### src/rtl/bus_xfer_ctrl.sv
// Bus transfer sequencer: queues register-to-register transfer requests and issues
// one-hot load-to-bus / write strobes in a fixed DRIVE -> WRITE -> DONE sequence.
module bus_xfer_ctrl #(
    parameter  int unsigned NREG  = 8,
    parameter  int unsigned DEPTH = 4,
    parameter  int unsigned W     = 16,
    localparam int unsigned IW    = (NREG > 1) ? $clog2(NREG) : 1
) (
    input  logic            clk,
    input  logic            rst,
    input  logic            req_valid,
    output logic            req_ready,
    input  logic [IW-1:0]   req_src,
    input  logic [IW-1:0]   req_dst,
    output logic [NREG-1:0] ldbus,
    output logic [NREG-1:0] wr,
    input  logic [W-1:0]    bus_in,
    output logic [W-1:0]    xfer_data,
    output logic            done,
    output logic            busy
);

    localparam int unsigned PW = $clog2(DEPTH);
    localparam int unsigned CW = PW + 1;

    typedef enum logic [1:0] {IDLE, DRIVE, WRITE, DONE} state_t;

    state_t          state;
    state_t          state_nxt;
    logic [2*IW-1:0] fifo_mem [DEPTH];
    logic [PW-1:0]   wptr;
    logic [PW-1:0]   rptr;
    logic [CW-1:0]   count;
    logic [IW-1:0]   cur_src;
    logic [IW-1:0]   cur_dst;
    logic            push;
    logic            pop;

    // Ready comes straight from the registered count, so a same-cycle pop never frees a full FIFO.
    assign req_ready = (count < CW'(DEPTH));
    assign push      = req_valid && req_ready;
    assign pop       = (state == IDLE) && (count != '0);

    always_ff @(posedge clk) begin
        if (push) begin
            fifo_mem[wptr] <= {req_src, req_dst};
        end
    end

    always_ff @(posedge clk) begin
        if (rst) begin
            wptr  <= '0;
            rptr  <= '0;
            count <= '0;
        end else begin
            if (push) begin
                wptr <= wptr + PW'(1);
            end
            if (pop) begin
                rptr <= rptr + PW'(1);
            end
            case ({push, pop})
                2'b10:   count <= count + CW'(1);
                2'b01:   count <= count - CW'(1);
                default: count <= count;
            endcase
        end
    end

    always_ff @(posedge clk) begin
        if (rst) begin
            cur_src   <= '0;
            cur_dst   <= '0;
            xfer_data <= '0;
        end else begin
            if (pop) begin
                {cur_src, cur_dst} <= fifo_mem[rptr];
            end
            if (state == WRITE) begin
                xfer_data <= bus_in;
            end
        end
    end

    always_ff @(posedge clk) begin
        if (rst) begin
            state <= IDLE;
        end else begin
            state <= state_nxt;
        end
    end

    always_comb begin
        state_nxt = state;
        unique case (state)
            IDLE:    if (count != '0) state_nxt = DRIVE;
            DRIVE:   state_nxt = WRITE;
            WRITE:   state_nxt = DONE;
            DONE:    state_nxt = IDLE;
            default: state_nxt = IDLE;
        endcase
    end

    // Strobes decode only registered state; indices >= NREG match no bit and stay silent.
    always_comb begin
        ldbus = '0;
        wr    = '0;
        done  = (state == DONE);
        busy  = (state != IDLE) || (count != '0);
        for (int unsigned i = 0; i < NREG; i++) begin
            if (((state == DRIVE) || (state == WRITE)) && (cur_src == IW'(i))) begin
                ldbus[i] = 1'b1;
            end
            if ((state == WRITE) && (cur_dst == IW'(i)) && (cur_src != cur_dst)) begin
                wr[i] = 1'b1;
            end
        end
    end

endmodule

### config.mk
export PLATFORM = sky130hd
export DESIGN_NAME = bus_xfer_ctrl
export DESIGN_NICKNAME = d
export VERILOG_FILES = /design/src/rtl/bus_xfer_ctrl.sv
export SDC_FILE = /design/constraint.sdc
export NUM_CORES = 1
export LEC_CHECK = 0
export CORE_ASPECT_RATIO = 1.1
export CORE_UTILIZATION = 52
export DETAILED_ROUTE_END_ITERATION = 8
export PLACE_DENSITY = 0.84
export SLEW_MARGIN = 20
export SYNTH_ARGS = -nofsm -noshare
export SYNTH_HDL_FRONTEND = slang
export SYNTH_SLANG_ARGS = --single-unit
### constraint.sdc
create_clock -name clk -period 3.24 [get_ports clk]
set_input_delay 0.486 -clock clk [delete_from_list [all_inputs] [get_ports clk]]
set_output_delay 0.486 -clock clk [all_outputs]
set_load 0.05 [all_outputs]
==> summary.txt, run 1 <==
Timing
  • Max Fclk: 361 MHz
  • RSZ-0062 raised after global routing: false
  • Worst Skew: 5.46 ps
  • Tightest Pin Transition: 588 ps
  • Final-report hold violation count: 0
  • Fin. max-slew vios: 0
  • # setup viols final: 0
  • Hold slack: 477 ps
  • Final worst slack: 472 ps
  • Crit path time final: 2770 ps
  • Fin crit share: 85.4%
  • Slew Limit Headroom: 60.8%
  • Setup TNS: 0 ps

Place
  • Pre-CTS worst setup slack: 668 ps
  • Post-DP HPWL: 3200 um
  • IO buf count: 59
  • Placed Area: 2970 um2
  • GPL Wtd Cong: 0.723
  • Cells after DPL: 307

Global route
  • Vias in the first global route: 1,590
  • Pin count of the biggest net entering global routing: 32
  • First-pass GRT wire length: 7270 um
  • GRT Util Overall: 20.2%
  • Total grt overflow: 0
  • Initial antenna violation count: 0

Setup path
  • Crit-path max FO: 4
  • Worst Path Arrival: 2280 ps
  • Critical path type: register to output port
  • WP data required: 2750 ps
  • Critical Path Sink Type: output port
  • Slowest stage delay, CP: 750 ps
  • Worst-path cell chain: inv_1, ha_1, or4b_1, clkdlybuf4s50_1
  • R2R depth: 10
  • Startpoint type of the worst setup path: register
  • CP max-delay cell: clkdlybuf4s50_1

Route
  • Post-detailed-route count of antenna-violating nets: 0
  • Routed vias/inst: 5.13
  • DRC viols: 0
  • 1st-iter DRT viols: 68
  • Router iterations before antenna repair: 4
  • Routed via count: 1,617
  • Routed wire length: 4410 um
  • Avg WL per Cell: 14.0 um

Synth
  • Synth area leaders: edfxtp_1, dfxtp_1, mux2i_1, mux4_2, nor2_1
  • Commonest cells in the netlist: nor2_1, dfxtp_1, edfxtp_1
  • Most common flop cell mapped by yosys: dfxtp_1
  • Post-synthesis register bit count: 55
  • Synth Warn #: 0
  • Synthesized area: 2350 um2
  • Syn nets: 239
  • Post-synth EDFFs: 24
  • Fraction of registers with async set/reset: 0%
  • Most common cell in the netlist: nor2_1
  • Post-synth top area share: 30.6%
  • Post-synth cell types: 29
  • Seq/Total Area, Yosys: 57.0%
  • Syn_area_per_cell: 11.5 um2
  • Area leader, netlist: edfxtp_1
  • Gate Count Post-Synth: 204

Finish
  • Antenna Cells: 0
  • Final instance area: 3090 um2
  • Final #Nets: 295
  • Area grow syn2layout: 31.4%
  • Layout cell share with drive strength beyond 1: 6.90%
  • Non-Filler Instances: 315
  • Core Util, Final: 71.7%
  • Fill cells: 322

Floorplan
  • Core area: 4320 um2
  • Die height: 72.6 um
  • Initial core utilization: 54.6%
  • Die Area: 4800 um2
  • Row count: 25
  • Die Wd: 66.2 um
  • I/O Pins: 60

Clock tree
  • Clock transition at path regs: 90 ps
  • Postcts setup bufs: 0
  • Clk root buf: clkbuf_8
  • CTS Buffer Depth: 2
  • Post-cts sizing count: 0
  • CTS Hold Bufs: 0
  • Clk_lat worst skew: 300 ps
  • Clk sinks: 55
  • H-tree depth: 2
  • CTS tree: done
  • TritonCTS Buffers: 5

Pwr
  • P_leak: 1.09 nW
  • Overall Power: 2.75 mW
  • P per Cell Area: 888 nW/um2
  • Peak supply drop: 0.533 mV

Outcome
  • Status: completed

Hold path
  • Hold depth: 2
  • Hold Path Class: register to register

Flow run
  • Max_cap viols: 0
==> metal layers <==
layer	track usage, %	routed length, um	share of wire, %	vias up
li1	-	-	-	808
met1	24.2	1880	43	768
met2	35.3	2290	52	35
met3	4.84	171	3.9	6
met4	7.09	64	1.5	0
met5	0	0	0	-
==> state kept, by name (all words and copies together) (netlist names) <==
register / count
fifo_mem: 24
wptr: 2
count: 3
state: 2
xfer_data: 16
rptr: 2
cur_dst: 3
cur_src: 3
==> cells in the final DEF, fill, tap and decap left out, types with 9 or more instances in the layout <==
master           count
dfxtp_1             31
nor2_1              35
nand2_1             16
ha_1                 9
clkdlybuf4s50_1     58
edfxtp_1            24
mux2i_1             18
a21oi_1              9
inv_1               12
==> cell type report <==
cell class | count | area (um2) | share of cell area, %
flip-flops and latches | 55 | 1340 | 43.3
multi-input cells | 125 | 911 | 29.4
repair buffers | 60 | 593 | 19.2
clock buffers | 6 | 72.6 | 2.35
well taps | 54 | 67.6 | 2.18
clock inverters | 2 | 60.1 | 1.94
inverters | 13 | 48.8 | 1.58
==> where the power goes <==
| part | internal [mW] | leakage (nW) | switching [mW] |
|---|---|---|---|
| Combinational | 0.479 | 0.556 | 0.728 |
| Sequential | 0.877 | 0.473 | 0.145 |
| Clock | 0.309 | 0.0654 | 0.209 |
==> critical path, delay by kind of cell (launching register included) <==
family,cells,cell delay [ps]
buffers and inverters,2,870
AND/OR/NAND/NOR,1,550
flip-flops,1,340
adder cells (fa/ha/maj),1,230
==> worst paths after layout <==
kind | start | end | slack, ps
max reg2reg | state[0]$_SDFFE_PP0P_ | count[2]$_SDFFE_PP0P_ | 850
min | cur_dst[1]$_SDFFE_PP0P_ | cur_dst[1]$_SDFFE_PP0P_ | 480
min reg2reg | cur_dst[1]$_SDFFE_PP0P_ | cur_dst[1]$_SDFFE_PP0P_ | 480
max | state[0]$_SDFFE_PP0P_ | busy | 470
==> cells by family (layout without fill, tap and decap cells) <==
logic type | Yosys count | in the layout | share of synthesized area, %
multiplexers | 24 | 24 | 13.4
adder cells (fa/ha/maj) | 10 | 10 | 5.63
AND/OR/NAND/NOR | 70 | 70 | 13.0
buffers and inverters | 24 | 81 | 4.36
AO/OA/AOI/OAI | 15 | 15 | 4.41
flip-flops | 55 | 55 | 57.0
XOR/XNOR | 6 | 6 | 2.23
Power figures use the tool's default switching activity.
==> run 2, diff against run 1 <==
- CORE_UTILIZATION: 52 -> 65
- DONT_BUFFER_PORTS: not set -> 1
- PLACE_DENSITY: 0.84 -> 0.81
==> summary.txt, run 2 (synthesis results as in run 1) <==
Finish
  • Antenna Cells: 0 (unchanged)
  • Core Util, Final: 74.2% (+2.5 points)
  • Non-Filler Instances: 259 (-18%)
  • Commonest non-fill, non-tap cell in the layout: nor2_1
  • Register bank with the most flops: fifo_mem
  • Biggest regs: fifo_mem: 24 flops, xfer_data: 16 flops
  • Most frequent cells in the layout: nor2_1, dfxtp_1, edfxtp_1, mux2i_1, nand2_1
  • Flip-flop count of the largest register after layout: 24 (unchanged)
  • Final #Nets: 245 (-17%)
  • Layout cell share with drive strength beyond 1: 12.3% (+5.4 points)
  • Final instance area: 2510 um2 (-19%)
  • Area grow syn2layout: 6.64%

Floorplan
  • Row count: 22 (-12%)
  • I/O Pins: 60 (unchanged)
  • Die Area: 3870 um2 (-19%)
  • Initial core utilization: 69.5% (+15 points)
  • Die height: 65.1 um (-10%)
  • Die Wd: 59.4 um (-10%)
  • Core area: 3390 um2 (-22%)

Pwr
  • Overall Power: 2.40 mW (-13%)
  • P per Cell Area: 955 nW/um2 (+7.6%)
  • Peak supply drop: 0.567 mV (+6.4%)
  • P_leak: 0.904 nW (-17%)

Setup path
  • Critical path type: register to output port
  • Slowest stage delay, CP: 730 ps (-20 ps)
  • Top delay family on crit path: simple AND/OR/NAND/NOR gates
  • Worst-path cell chain: inv_1, ha_1, nand2_1, nor2_1
  • Worst Path Arrival: 2020 ps (-260 ps)
  • Terminus of the critical flop-to-flop path: count[2]$_SDFFE_PP0P_
  • Critical Path Sink Type: output port
  • WP data required: 2750 ps (about the same)
  • R2R depth: 10 (unchanged)
  • Crit-path max FO: 4 (unchanged)
  • CP max-delay cell: nor2_1
  • Startpoint type of the worst setup path: register
  • Reg2reg setup slack: 940 ps (+90 ps)
  • CP bufs+invs: 1 (-1)
  • R2R Path Start: state[0]$_SDFFE_PP0P_

Hold path
  • Hold depth: 1 (-1)
  • Hold Path Class: input port to register
  • Hold EP: state[0]$_SDFFE_PP0P_
  • Hold path start: rst

Timing
  • Max Fclk: 399 MHz (+10%)
  • Hold slack: 158 ps (-320 ps)
  • Fin. max-slew vios: 0 (unchanged)
  • Tightest Pin Transition: 901 ps (+313 ps)
  • # setup viols final: 0 (unchanged)
  • Worst Skew: 7.06 ps (+1.60 ps)
  • Crit path time final: 2510 ps (-260 ps)
  • Final-report hold violation count: 0 (unchanged)
  • Slew Limit Headroom: 39.7% (-21 points)
  • RSZ-0062 raised after global routing: false
  • Final worst slack: 732 ps (+260 ps)
  • Fin crit share: 77.4% (-8.0 points)
  • Setup TNS: 0 ps (unchanged)

Route
  • 1st-iter DRT viols: 75 (+10%)
  • Routed via count: 1,439 (-11%)
  • Routed wire length: 3890 um (-12%)
  • Router iterations before antenna repair: 4 (unchanged)
  • Avg WL per Cell: 15.0 um (+7.4%)
  • Post-detailed-route count of antenna-violating nets: 0 (unchanged)
  • Routed vias/inst: 5.56 (+8.2%)
  • DRC viols: 0 (unchanged)

Clock tree
  • CTS Buffer Depth: 2 (unchanged)
  • Clk sinks: 55 (unchanged)
  • Clk root buf: clkbuf_4
  • TritonCTS Buffers: 5 (unchanged)
  • Post-cts sizing count: 0 (unchanged)
  • CTS tree: done
  • Clk_lat worst skew: 370 ps (+70 ps)
  • CTS Hold Bufs: 0 (unchanged)
  • Postcts setup bufs: 0 (unchanged)
  • Clock transition at path regs: 140 ps (+50 ps)
  • H-tree depth: 2 (unchanged)

Place
  • Post-DP HPWL: 2870 um (-10%)
  • Cells after DPL: 251 (-18%)
  • IO buf count: 0 (-100%)
  • Placed Area: 2440 um2 (-18%)
  • GPL Wtd Cong: 0.772 (+6.8%)
  • Pre-CTS worst setup slack: 997 ps (+328 ps)

Global route
  • Initial antenna violation count: 0 (unchanged)
  • Total grt overflow: 0 (unchanged)
  • Vias in the first global route: 1,401 (-12%)
  • Pin count of the biggest net entering global routing: 32 (unchanged)
  • GRT Util Overall: 22.3% (+2.1 points)
  • First-pass GRT wire length: 6190 um (-15%)

Flow run
  • Max_cap viols: 0 (unchanged)

Outcome
  • Status: completed
[run 2: changes by cell type in the layout (fill, tap and decap cells not counted), moves of 2 or more]
cell,previous run,this run
bufinv_16,2,0
buf_4,1,10
clkdlybuf4s50_1,58,0
clkbuf_8,5,0
clkbuf_4,0,5
[run 2: layout make-up]
class                      instances  area [um2]
fill                             226         875
clock buffer                       8        70.1
tap                               48        60.1
sequential                        55        1340
multi-input combinational        125         916
timing repair buffer              10        75.1
inverter                          13        48.8
[run 2: how the worst max path moves through the flow]
stage	startpoint	endpoint	depth (start not counted)
after global placement	state[0]$_SDFFE_PP0P_	count[2]$_SDFFE_PP0P_	10
after global routing	state[1]$_SDFFE_PP0P_	ldbus[6]	4
final	state[1]$_SDFFE_PP0P_	ldbus[3]	4
after CTS	state[1]$_SDFFE_PP0P_	ldbus[2]	4
after detailed placement	state[0]$_SDFFE_PP0P_	count[2]$_SDFFE_PP0P_	10
after floorplan	cur_dst[0]$_SDFFE_PP0P_	wr[0]	4
[run 2: power breakdown]
group	internal [mW]	switching, mW	total, mW	leakage [nW]
clock network	0.133	0.196	0.329	0.0377
logic	0.358	0.587	0.945	0.394
registers	0.877	0.247	1.12	0.473
[run 2: per-layer routing]
layer	share of wire, %	vias to the layer above	track usage, %
li1	-	700	-
met1	40	667	24.2
met2	50	64	39.5
met3	7.6	8	6.89
met4	2.0	0	9.52
met5	0	-	0
==> run 3, diff against run 2 <==
- CORE_UTILIZATION: 65 -> 62
- PLACE_DENSITY: 0.81 -> 0.78
- clock period: 3.24 -> 2.6 ns (I/O delays scaled with it)
==> summary.txt, run 3 (synthesis results as in run 1) <==
Global route
  • Met2 Use GR: 40.1% (+0.64 points)
  • First-pass GRT wire length: 6240 um (+0.78%)
  • GRT Util Overall: 22.1% (-0.20 points)
  • Vias in the first global route: 1,448 (+3.4%)
  • Total grt overflow: 0 (unchanged)
  • Initial antenna violation count: 0 (unchanged)
  • GRT met1 Usage: 23.0% (-1.2 points)
  • Top Usage Layer GRT: met2
  • Pin count of the biggest net entering global routing: 32 (unchanged)
  • Met3 Use GR: 5.05% (-1.8 points)

Timing
  • # setup viols final: 0 (unchanged)
  • Final worst slack: 287 ps (-444 ps)
  • Tightest Pin Transition: 597 ps (-304 ps)
  • Setup TNS: 0 ps (unchanged)
  • Worst Skew: 5.50 ps (-1.56 ps)
  • Fin crit share: 88.9%
  • Crit path time final: 2310 ps
  • Final-report hold violation count: 0 (unchanged)
  • Slew Limit Headroom: 60.2% (+20 points)
  • RSZ-0062 raised after global routing: false
  • Fin. max-slew vios: 0 (unchanged)
  • Max Fclk: 432 MHz

Place
  • IO buf count: 0 (unchanged)
  • GPL Wtd Cong: 0.766 (-0.71%)
  • Post-DP HPWL: 3130 um (+9.4%)
  • Pre-CTS worst setup slack: 339 ps (-658 ps)
  • Cells after DPL: 260 (+3.6%)

Finish
  • FF/Latch Area: 1340 um2 (unchanged)
  • Area grow syn2layout: 9.40%
  • Flip-flop count of the largest register after layout: 24 (unchanged)
  • Biggest regs: fifo_mem: 24 flops, xfer_data: 16 flops
  • Layout cell share with drive strength beyond 1: 15.1% (+2.8 points)
  • Fill cells: 284 (+26%)
  • Core Util, Final: 71.0% (-3.1 points)
  • Non-Filler Instances: 268 (+3.5%)
  • Antenna Cells: 0 (unchanged)
  • Multi-input gate area: 911 um2 (-0.55%)
  • Commonest non-fill, non-tap cell in the layout: nor2_1
  • Final #Nets: 252 (+2.9%)
  • Register bank with the most flops: fifo_mem
  • Most frequent cells in the layout: nor2_1, dfxtp_1, edfxtp_1, mux2i_1, buf_4

Pwr
  • Peak supply drop: 0.603 mV (+6.2%)
  • P_leak: 0.938 nW (+3.7%)
  • P per Cell Area: 1190 nW/um2 (+25%)
  • Overall Power: 3.07 mW (+28%)

Floorplan
  • Initial core utilization: 64.9% (-4.6 points)
  • Die Wd: 60.8 um (+2.3%)
  • I/O Pins: 60 (unchanged)
  • Core area: 3630 um2 (+7.1%)
  • Die Area: 4050 um2 (+4.7%)
  • Row count: 23 (+4.5%)
  • Die height: 66.6 um (+2.3%)

Setup path
  • Levels on crit path: 10 (+6)
  • Top delay family on crit path: adder cells
  • CP max-delay cell: fa_1
  • Worst-path cell chain: inv_1, ha_1, o31ai_4, inv_2, ha_1, inv_1, fa_1, xor2_1, or3_1, a21oi_1
  • Crit-path max FO: 9 (+5)
  • Start point of the critical path: state[0]$_SDFFE_PP0P_
  • Startpoint type of the worst setup path: register
  • Critical path type: register to register
  • R2R depth: 10 (unchanged)
  • WP data required: 2840 ps (+90 ps)
  • R2R Path Start: state[0]$_SDFFE_PP0P_
  • CP bufs+invs: 3 (+2)
  • Worst Path Arrival: 2550 ps (+530 ps)
  • Slowest stage delay, CP: 390 ps (-340 ps)
  • Critical Path Sink Type: register

Hold path
  • Hold depth: 1 (unchanged)
  • Hold Path Class: input port to register
  • Hold path start: rst

Clock tree
  • Clock transition at path regs: 90 ps (-50 ps)
  • CTS tree: done
  • Clk_lat worst skew: 310 ps (-60 ps)
  • Clk sinks: 55 (unchanged)
  • CTS Buffer Depth: 2 (unchanged)
  • H-tree depth: 2 (unchanged)
  • Post-cts sizing count: 0 (unchanged)
  • Postcts setup bufs: 0 (unchanged)
  • Clk root buf: clkbuf_8
  • TritonCTS Buffers: 5 (unchanged)
  • CTS Hold Bufs: 0 (unchanged)

Route
  • Routed wire length: 4160 um (+6.8%)
  • 1st-iter DRT viols: 66 (-12%)
  • DRC viols: 0 (unchanged)
  • Avg WL per Cell: 15.5 um (+3.3%)
  • Routed via count: 1,493 (+3.8%)
  • Router iterations before antenna repair: 4 (unchanged)
  • Routed vias/inst: 5.57 (+0.27%)
  • Post-detailed-route count of antenna-violating nets: 0 (unchanged)

Flow run
  • Max_cap viols: 0 (unchanged)

Outcome
  • Status: completed
[run 3: final cells by class]
type                            count  share of cell area (%)
Clock buffer                        6                    2.82
Clock inverter                      2                   0.486
Inverter                           13                    1.89
Multi-Input combinational cell    125                    35.4
Sequential cell                    55                    52.1
Tap cell                           50                    2.43
Timing Repair Buffer               17                    4.95
[run 3: final timing paths]
kind,endpoint,slack (ps)
max,count[2]$_SDFFE_PP0P_,290
min,xfer_data[3]$_SDFFE_PP0P_,140
max reg2reg,count[2]$_SDFFE_PP0P_,290
min reg2reg,cur_dst[1]$_SDFFE_PP0P_,510
[run 3: where the power goes]
group | switching (mW) | internal [mW] | total, mW
clock network | 0.258 | 0.188 | 0.446
registers | 0.310 | 1.09 | 1.40
logic | 0.757 | 0.463 | 1.22
total | 1.32 | 1.74 | 3.07
[run 3: stage by stage]
stage               hold slack, ps  cell area, um2
CTS                            118            2580
finish                         143            2580
floorplan                      450            2350
detailed placement             459            2490
global route                   107            2580
global placement               458            2490
[run 3: metal layers]
metal / part of all wire (%) / routed length (um) / vias up
met4: 2.3 / 97 / 0
li1: - / - / 712
met1: 38 / 1590 / 730
met2: 55 / 2280 / 42
met3: 4.5 / 187 / 9
met5: 0 / 0 / -
